## src/rtl/heater_thermostat_if.sv

```systemverilog
// Bundles the sensor-sample, control and status signals of the heater thermostat.
//   master : sensor/control side (drives temp_in, temp_valid, setpoint, enable, fault_clr)
//   slave  : thermostat side (drives heater_en, filt_temp, fault, state_led)
interface heater_thermostat_if;
  logic [15:0] temp_in;     // raw signed temperature, 1/16 degC per LSB
  logic        temp_valid;  // one-cycle strobe qualifying temp_in
  logic [15:0] setpoint;    // signed target temperature, 1/16 degC
  logic        enable;      // low forces the heater off
  logic        fault_clr;   // one-cycle pulse, leaves FAULT
  logic        heater_en;   // registered heater drive
  logic [15:0] filt_temp;   // registered 4-sample average
  logic        fault;       // high exactly while in FAULT
  logic [3:0]  state_led;   // one-hot {FAULT, ON, OFF, IDLE}

  modport master (
    output temp_in, temp_valid, setpoint, enable, fault_clr,
    input  heater_en, filt_temp, fault, state_led
  );

  modport slave (
    input  temp_in, temp_valid, setpoint, enable, fault_clr,
    output heater_en, filt_temp, fault, state_led
  );
endinterface

```

## src/rtl/heater_thermostat.sv

```systemverilog
// Hysteresis heater thermostat fed by raw DS18B20 temperature words.
// Validates each sample, smooths it with a 4-sample moving average, and drives the heater
// through an IDLE/OFF/ON/FAULT FSM with minimum dwell, over-temperature cutoff and a
// sensor-fault watchdog.
//   clk   : system clock
//   rst_n : asynchronous active-low reset
//   bus   : slave modport of heater_thermostat_if (samples/controls in, heater/status out)
module heater_thermostat #(
  parameter logic signed [15:0] HYST      = 16'sd32,
  parameter logic signed [15:0] MAX_TEMP  = 16'sd1440,
  parameter logic [27:0]        MIN_DWELL = 28'd135000000,
  parameter logic [27:0]        TIMEOUT   = 28'd81000000,
  parameter logic [1:0]         BAD_LIMIT = 2'd3
) (
  input logic                clk,
  input logic                rst_n,
  heater_thermostat_if.slave bus
);

  typedef enum logic [1:0] {StIdle, StOff, StOn, StFault} state_e;

  state_e              state_q, state_d;
  logic [3:0][15:0]    samp_q, samp_d;   // [0] newest, [3] oldest
  logic signed [17:0]  sum_q, sum_d;
  logic [15:0]         filt_q, filt_d;
  logic [27:0]         dwell_q, dwell_d;
  logic [27:0]         wdog_q, wdog_d;
  logic [1:0]          bad_q, bad_d;
  logic                heater_q, heater_d;
  logic                fault_q, fault_d;
  logic [3:0]          led_q, led_d;

  logic signed [15:0]  temp_s;
  logic                sample_ok, accept, reject, in_fault, fault_hit, dwell_done;
  logic signed [16:0]  filt_x, sp_x, lo_x, hi_x, max_x;
  logic                active_d;

  always_comb begin
    temp_s    = $signed(bus.temp_in);
    // 0x0550 is the DS18B20 power-on value: the sensor never actually converted.
    sample_ok = (bus.temp_in != 16'h0550) && (temp_s >= -16'sd880) && (temp_s <= 16'sd2000);
    in_fault  = (state_q == StFault);
    accept    = bus.temp_valid && !in_fault && sample_ok;
    reject    = bus.temp_valid && !in_fault && !sample_ok;

    // 17-bit thresholds so extreme setpoints cannot wrap.
    filt_x = $signed({filt_q[15], filt_q});
    sp_x   = $signed({bus.setpoint[15], bus.setpoint});
    lo_x   = sp_x - $signed({HYST[15], HYST});
    hi_x   = sp_x + $signed({HYST[15], HYST});
    max_x  = $signed({MAX_TEMP[15], MAX_TEMP});

    dwell_done = (dwell_q == MIN_DWELL);
    fault_hit  = (bad_q == BAD_LIMIT) || (wdog_q == TIMEOUT);

    // Next state; fault entry outranks forced-off, which outranks the hysteresis toggle.
    state_d = state_q;
    unique case (state_q)
      StIdle: begin
        if (fault_hit)   state_d = StFault;
        else if (accept) state_d = StOff;
      end
      StOff: begin
        if (fault_hit) begin
          state_d = StFault;
        end else if (bus.enable && (filt_x < lo_x) && (filt_x < max_x) && dwell_done) begin
          state_d = StOn;
        end
      end
      StOn: begin
        if (fault_hit)                             state_d = StFault;
        else if (!bus.enable || (filt_x >= max_x)) state_d = StOff;
        else if ((filt_x >= hi_x) && dwell_done)   state_d = StOff;
      end
      StFault: begin
        if (bus.fault_clr) state_d = StIdle;
      end
      default: state_d = StIdle;
    endcase
    active_d = (state_d == StOff) || (state_d == StOn);

    // Moving-average buffer: the first sample after IDLE primes every slot.
    samp_d = samp_q;
    sum_d  = sum_q;
    filt_d = filt_q;
    if (accept) begin
      if (state_q == StIdle) begin
        samp_d = {4{bus.temp_in}};
        sum_d  = $signed({bus.temp_in, 2'b00});
      end else begin
        samp_d = {samp_q[2:0], bus.temp_in};
        sum_d  = sum_q - $signed({{2{samp_q[3][15]}}, samp_q[3]})
                       + $signed({{2{bus.temp_in[15]}}, bus.temp_in});
      end
      // sum >>> 2 truncated to 16 bits.
      filt_d = sum_d[17:2];
    end

    // Consecutive-reject counter, frozen in FAULT until cleared.
    bad_d = bad_q;
    if (in_fault) begin
      if (bus.fault_clr) bad_d = '0;
    end else if (accept) begin
      bad_d = '0;
    end else if (reject && (bad_q != BAD_LIMIT)) begin
      bad_d = bad_q + 2'd1;
    end

    // Watchdog runs only while regulating.
    if (active_d && !accept) wdog_d = (wdog_q == TIMEOUT) ? wdog_q : wdog_q + 28'd1;
    else                     wdog_d = '0;

    // Dwell preloaded on leaving IDLE so the first ON decision is not delayed.
    if ((state_q == StIdle) && (state_d == StOff)) begin
      dwell_d = MIN_DWELL;
    end else if (((state_q == StOff) && (state_d == StOn)) ||
                 ((state_q == StOn) && (state_d == StOff))) begin
      dwell_d = '0;
    end else if (active_d) begin
      dwell_d = (dwell_q == MIN_DWELL) ? dwell_q : dwell_q + 28'd1;
    end else begin
      dwell_d = '0;
    end

    heater_d = (state_d == StOn);
    fault_d  = (state_d == StFault);
    led_d    = 4'b0001 << state_d;
  end

  always_ff @(posedge clk or negedge rst_n) begin
    if (!rst_n) begin
      state_q  <= StIdle;
      samp_q   <= '0;
      sum_q    <= '0;
      filt_q   <= '0;
      dwell_q  <= '0;
      wdog_q   <= '0;
      bad_q    <= '0;
      heater_q <= 1'b0;
      fault_q  <= 1'b0;
      led_q    <= 4'b0001;
    end else begin
      state_q  <= state_d;
      samp_q   <= samp_d;
      sum_q    <= sum_d;
      filt_q   <= filt_d;
      dwell_q  <= dwell_d;
      wdog_q   <= wdog_d;
      bad_q    <= bad_d;
      heater_q <= heater_d;
      fault_q  <= fault_d;
      led_q    <= led_d;
    end
  end

  assign bus.heater_en = heater_q;
  assign bus.filt_temp = filt_q;
  assign bus.fault     = fault_q;
  assign bus.state_led = led_q;

endmodule

```

## src/flat_wrapper.sv

```systemverilog
// flat-port wrapper written by rule: the top's interface ports become plain ports
module heater_thermostat_flat 
#(
  parameter logic signed [15:0] HYST      = 16'sd32,
  parameter logic signed [15:0] MAX_TEMP  = 16'sd1440,
  parameter logic [27:0]        MIN_DWELL = 28'd135000000,
  parameter logic [27:0]        TIMEOUT   = 28'd81000000,
  parameter logic [1:0]         BAD_LIMIT = 2'd3
)
  (clk, rst_n, bus_temp_in, bus_temp_valid, bus_setpoint, bus_enable, bus_fault_clr, bus_heater_en, bus_filt_temp, bus_fault, bus_state_led);
  heater_thermostat_if bus_i ();
  input logic clk;
  input logic rst_n;
  input wire logic [$bits(bus_i.temp_in)-1:0] bus_temp_in;
  input wire logic [$bits(bus_i.temp_valid)-1:0] bus_temp_valid;
  input wire logic [$bits(bus_i.setpoint)-1:0] bus_setpoint;
  input wire logic [$bits(bus_i.enable)-1:0] bus_enable;
  input wire logic [$bits(bus_i.fault_clr)-1:0] bus_fault_clr;
  output wire logic [$bits(bus_i.heater_en)-1:0] bus_heater_en;
  output wire logic [$bits(bus_i.filt_temp)-1:0] bus_filt_temp;
  output wire logic [$bits(bus_i.fault)-1:0] bus_fault;
  output wire logic [$bits(bus_i.state_led)-1:0] bus_state_led;
  assign bus_i.temp_in = bus_temp_in;
  assign bus_i.temp_valid = bus_temp_valid;
  assign bus_i.setpoint = bus_setpoint;
  assign bus_i.enable = bus_enable;
  assign bus_i.fault_clr = bus_fault_clr;
  assign bus_heater_en = bus_i.heater_en;
  assign bus_filt_temp = bus_i.filt_temp;
  assign bus_fault = bus_i.fault;
  assign bus_state_led = bus_i.state_led;
  heater_thermostat #(.HYST(HYST), .MAX_TEMP(MAX_TEMP), .MIN_DWELL(MIN_DWELL), .TIMEOUT(TIMEOUT), .BAD_LIMIT(BAD_LIMIT)) u_core (.clk(clk), .rst_n(rst_n), .bus(bus_i));
endmodule
```

## config.mk

```make
export PLATFORM = sky130hd
export DESIGN_NAME = heater_thermostat_flat
export DESIGN_NICKNAME = d
export VERILOG_FILES = /design/src/rtl/heater_thermostat_if.sv /design/src/rtl/heater_thermostat.sv /design/src/flat_wrapper.sv
export SDC_FILE = /design/constraint.sdc
export NUM_CORES = 1
export LEC_CHECK = 0
export BUFFER_PORTS_ARGS = -buffer_cell sky130_fd_sc_hd__buf_2
export CAP_MARGIN = 5
export CELL_PAD_IN_SITES_DETAIL_PLACEMENT = 0
export CELL_PAD_IN_SITES_GLOBAL_PLACEMENT = 1
export CORE_ASPECT_RATIO = 1.75
export CORE_MARGIN = 5
export CORE_UTILIZATION = 30
export CTS_BUF_LIST = sky130_fd_sc_hd__clkbuf_16
export DETAILED_ROUTE_END_ITERATION = 10
export HOLD_SLACK_MARGIN = 0.03
export PLACE_DENSITY_LB_ADDON = 0.1
export SETUP_SLACK_MARGIN = 0.1
export SLEW_MARGIN = 10
export SYNTH_ARGS = -nofsm -noshare
export SYNTH_HDL_FRONTEND = slang
export SYNTH_SLANG_ARGS = --single-unit
```

## constraint.sdc

```tcl
create_clock -name clk -period 3.7 [get_ports clk]
set_input_delay 0.185 -clock clk [delete_from_list [all_inputs] [get_ports clk]]
set_output_delay 0.185 -clock clk [all_outputs]
set_load 0.01 [all_outputs]
```

==> flow_metrics.tcl <==
set metrics [dict create \
    status "finished, final reports clean" \
    place_hpwl_um 20610 \
    p_sw_share_pct 42.85 \
    r2r_setup_slack_ns 0.33 \
    rr_worst_depth 14 \
    synthFlopType "dfrtp_1" \
    r2r-end "u_core.bus.filt_temp[14]$_DFFE_PN0P_" \
    setup_viol 0 \
    critPathArrivalTime_ns 3.72 \
    placed_cell_area_um2 10320 \
    drive_gt1_share_pct 16.28 \
    tns_ns 0 \
    seq_power_share_pct 27.5 \
    clock_latency_ns 0.43 \
    first_pass_iters 5 \
    relSlewSlack_pct 43.37 \
    cts.sinks 146 \
    final_hold_viol_count 0 \
    syn_area_um2 9351 \
    clk_pin_slew_worst_paths_ns 0.06 \
    cp_top_family "simple AND/OR/NAND/NOR gates" \
    cts_tree "built" \
    clock.fmax_mhz 296.6 \
    coreArea_um2 30840 \
    ant_nets 0 \
    grt_max_degree 82 \
    cts_root_buf "clkbuf_16" \
    hp-class "primary input to register" \
    port_buffers 58 \
    synth_most_common_cell "dfrtp_1" \
    synth_area_leaders "dfrtp_1 (39%), ha_1 (7.2%), a21oi_1 (4.9%)" \
    yosysTopAreaCell "dfrtp_1" \
    critPathLaunchType "register" \
    cp.buffers_inverters 3 \
    utilization_pct 35.48 \
    synthDistinctLibCells 74 \
    yosysSeqAreaShare_pct 39.08 \
    grt_setup_unrepaired "yes" \
    grt_pass1_vias 8209 \
    num_rows 85 \
    start_util_pct 30.32 \
    synth-edff-count 0 \
    hp-start "bus_temp_in[8]" \
    syn_area_per_cell_um2 8.889 \
    vias 7525 \
    cpMaxStageDelayCell "or4b_2" \
    whs_path_depth 3 \
    die_area_um2 34940 \
    fin_area_um2 10940 \
    cts_buffers 17 \
    ir_worst_vdd_uv 461.6 \
    drc 0 \
    grt.total_usage_pct 15.97 \
    min_period_over_period_pct 91.12 \
    routed_wl_um 26730 \
    cellPowerDensity_nw_per_um2 792.5 \
    leakage_nw 4.954 \
    critPathMaxStageDelay_ns 0.64 \
    cts_buffer_depth 2 \
    slew_viol_final 0 \
    die_w_um 143.5 \
    critPathRequiredTime_ns 4.05 \
    postSynthCellCount 1052 \
    avgViaCountPerCell 4.886 \
    nNetsFinal 1244 \
    diodes 0 \
    dieHeight_um 243.6 \
    worstMarginPinSlew_ns 0.8495 \
    crit_type "register to register" \
    power_frac_comb_pct 53.6 \
    layout.cells.non_filler 1540 \
    placed_cells 1506 \
    antenna_found_initial 0 \
    reg2reg_from "u_core.bus.filt_temp[1]$_DFFE_PN0P_" \
    max_cap_violations 0 \
    power.share.clock_pct 18.9 \
    hold_path_end "u_core.samp_q[8]$_DFFE_PN0P_" \
    drtIter0Drc 272 \
    postCtsSetupBuffers 0 \
    grt_pass1_wl_um 43610 \
    syn_nets 1160 \
    routedWlPerCell_um 17.36 \
    fin_worst_skew_ns 0.01066 \
    overflow 0 \
    gp_congestion 0.7983 \
    synth_common_cells "dfrtp_1 (145), nor2_1 (104), nand2_1 (102)" \
    ys_seq_elements 146 \
    ios 59 \
    yosysTopAreaCellShare_pct 38.80 \
    htreeDepth 4 \
    yosysWarnings 0 \
    power.switching_mw 3.716 \
    startpoint "u_core.bus.filt_temp[1]$_DFFE_PN0P_" \
    path_max_fanout 4 \
    layout_min_cycle_time_ns 3.371 \
    power.internal_mw 4.956 \
    cp-end-kind "register" \
    postSynth.asyncResetShare_pct 100.0 \
    crit_chain "inv_1 -> fa_1 -> inv_1 -> ha_1 -> buf_4 -> o21a_1 -> a21oi_2 -> o21ai_0 -> and2_4 -> a311oi_4 -> nor2_2 -> a21oi_1 -> or4b_2 -> a21oi_1" \
    area_growth_pct 17.01 \
]
## worst register-to-register path, stage by stage, from the launching register on
cell	delay, ns
dfrtp_1	0.39
inv_1	0.09
fa_1	0.54
inv_1	0.05
ha_1	0.29
buf_4	0.12
o21a_1	0.15
a21oi_2	0.08
o21ai_0	0.18
and2_4	0.20
a311oi_4	0.12
nor2_2	0.18
a21oi_1	0.08
or4b_2	0.64
a21oi_1	0.18
## cells in the final DEF (no fill, tap or decap), drive strengths merged, types with 16 or more instances in the layout
cell type | Yosys | routed
xnor2 | 35 | 35
xor2 | 45 | 45
nand4 | 23 | 23
ha | 54 | 54
o21ai | 96 | 96
a211oi | 17 | 17
nor2 | 104 | 104
nor3 | 16 | 16
buf | 25 | 120
nand3 | 31 | 31
a21oi | 93 | 93
fa | 17 | 17
dfrtp | 145 | 145
clkbuf | 32 | 17
inv | 90 | 93
nand2 | 102 | 102
## final cells by class
cell class	count	area, um2
fill	3255	19900
inverter	90	337.8
clock inverter	15	117.6
timing repair buffer	122	832.0
multi-input combinational	759	5085
tap	391	489.2
clock buffer	17	425.4
sequential	146	3655
## logic make-up (layout without fill, tap and decap cells)
group                    count (synthesis)  after routing  share of synthesized area (%)
AND/OR/NAND/NOR                        347            347                          18.37
buffers and inverters                  147            244                          7.238
AO/OA/AOI/OAI                          259            259                          16.72
multiplexers                             2              2                         0.2275
XOR/XNOR                                80             80                          7.493
flip-flops                             146            146                          39.08
adder cells (fa/ha/maj)                 71             71                          10.86
## flip-flops by register name (all words and copies together) (netlist names)
register and cells:
u_core.bus.state_led 3, u_core.state_q 2, u_core.wdog_q 28, u_core.dwell_q 28, u_core.bus.fault 1, u_core.bad_q 2, u_core.bus.filt_temp 16, u_core.sum_q 2
u_core.samp_q 64
## per-stage QoR
step	power, mW	setup slack, ns	hold slack, ns
2_1_floorplan	5.441	0.2082	-0.1106
3_3_place_gp	6.957	0.01347	0.3034
3_5_place_dp	6.961	0.001789	0.3066
4_1_cts	8.680	0.1231	0.09047
5_1_grt	9.510	0.05465	0.1236
6_report	8.671	0.3286	0.1139
## worst max path at each step
stage	to	slack, ns	cells past startpoint
after global placement	u_core.bus.filt_temp[14]$_DFFE_PN0P_	0.01	14
after detailed placement	u_core.bus.filt_temp[14]$_DFFE_PN0P_	0.002	14
after floorplan	u_core.dwell_q[14]$_DFFE_PN0P_	0.21	17
after global routing	u_core.bus.filt_temp[14]$_DFFE_PN0P_	0.05	14
after CTS	u_core.bus.filt_temp[14]$_DFFE_PN0P_	0.12	14
final	u_core.bus.filt_temp[14]$_DFFE_PN0P_	0.33	14
## per-layer routing
metal | share of wire [%] | vias up | global-route usage, %
met3 | 2.6 | 29 | 2.551
met4 | 2.2 | 0 | 5.405
met1 | 40 | 3623 | 17.99
met2 | 55 | 96 | 29.88
li1 | - | 3777 | -
met5 | 0 | - | 0
## what timing repair did
action,CTS,global route
resized for setup,1,11
endpoints found under the setup margin,3,4
pin swaps,1,3
hold buffers,2,0
endpoints found under the hold margin,79,0
## power by group through the flow
| stage | Clock [mW] | Combinational [mW] | Sequential, mW |
|---|---|---|---|
| detailed placement | 0 | 4.54 | 2.42 |
| floorplan | 0 | 3.17 | 2.27 |
| finish | 1.64 | 4.65 | 2.39 |
| CTS | 1.70 | 4.59 | 2.40 |
| global placement | 0 | 4.54 | 2.42 |
| global route | 1.76 | 5.31 | 2.44 |
(Power assumes the default switching activity.)
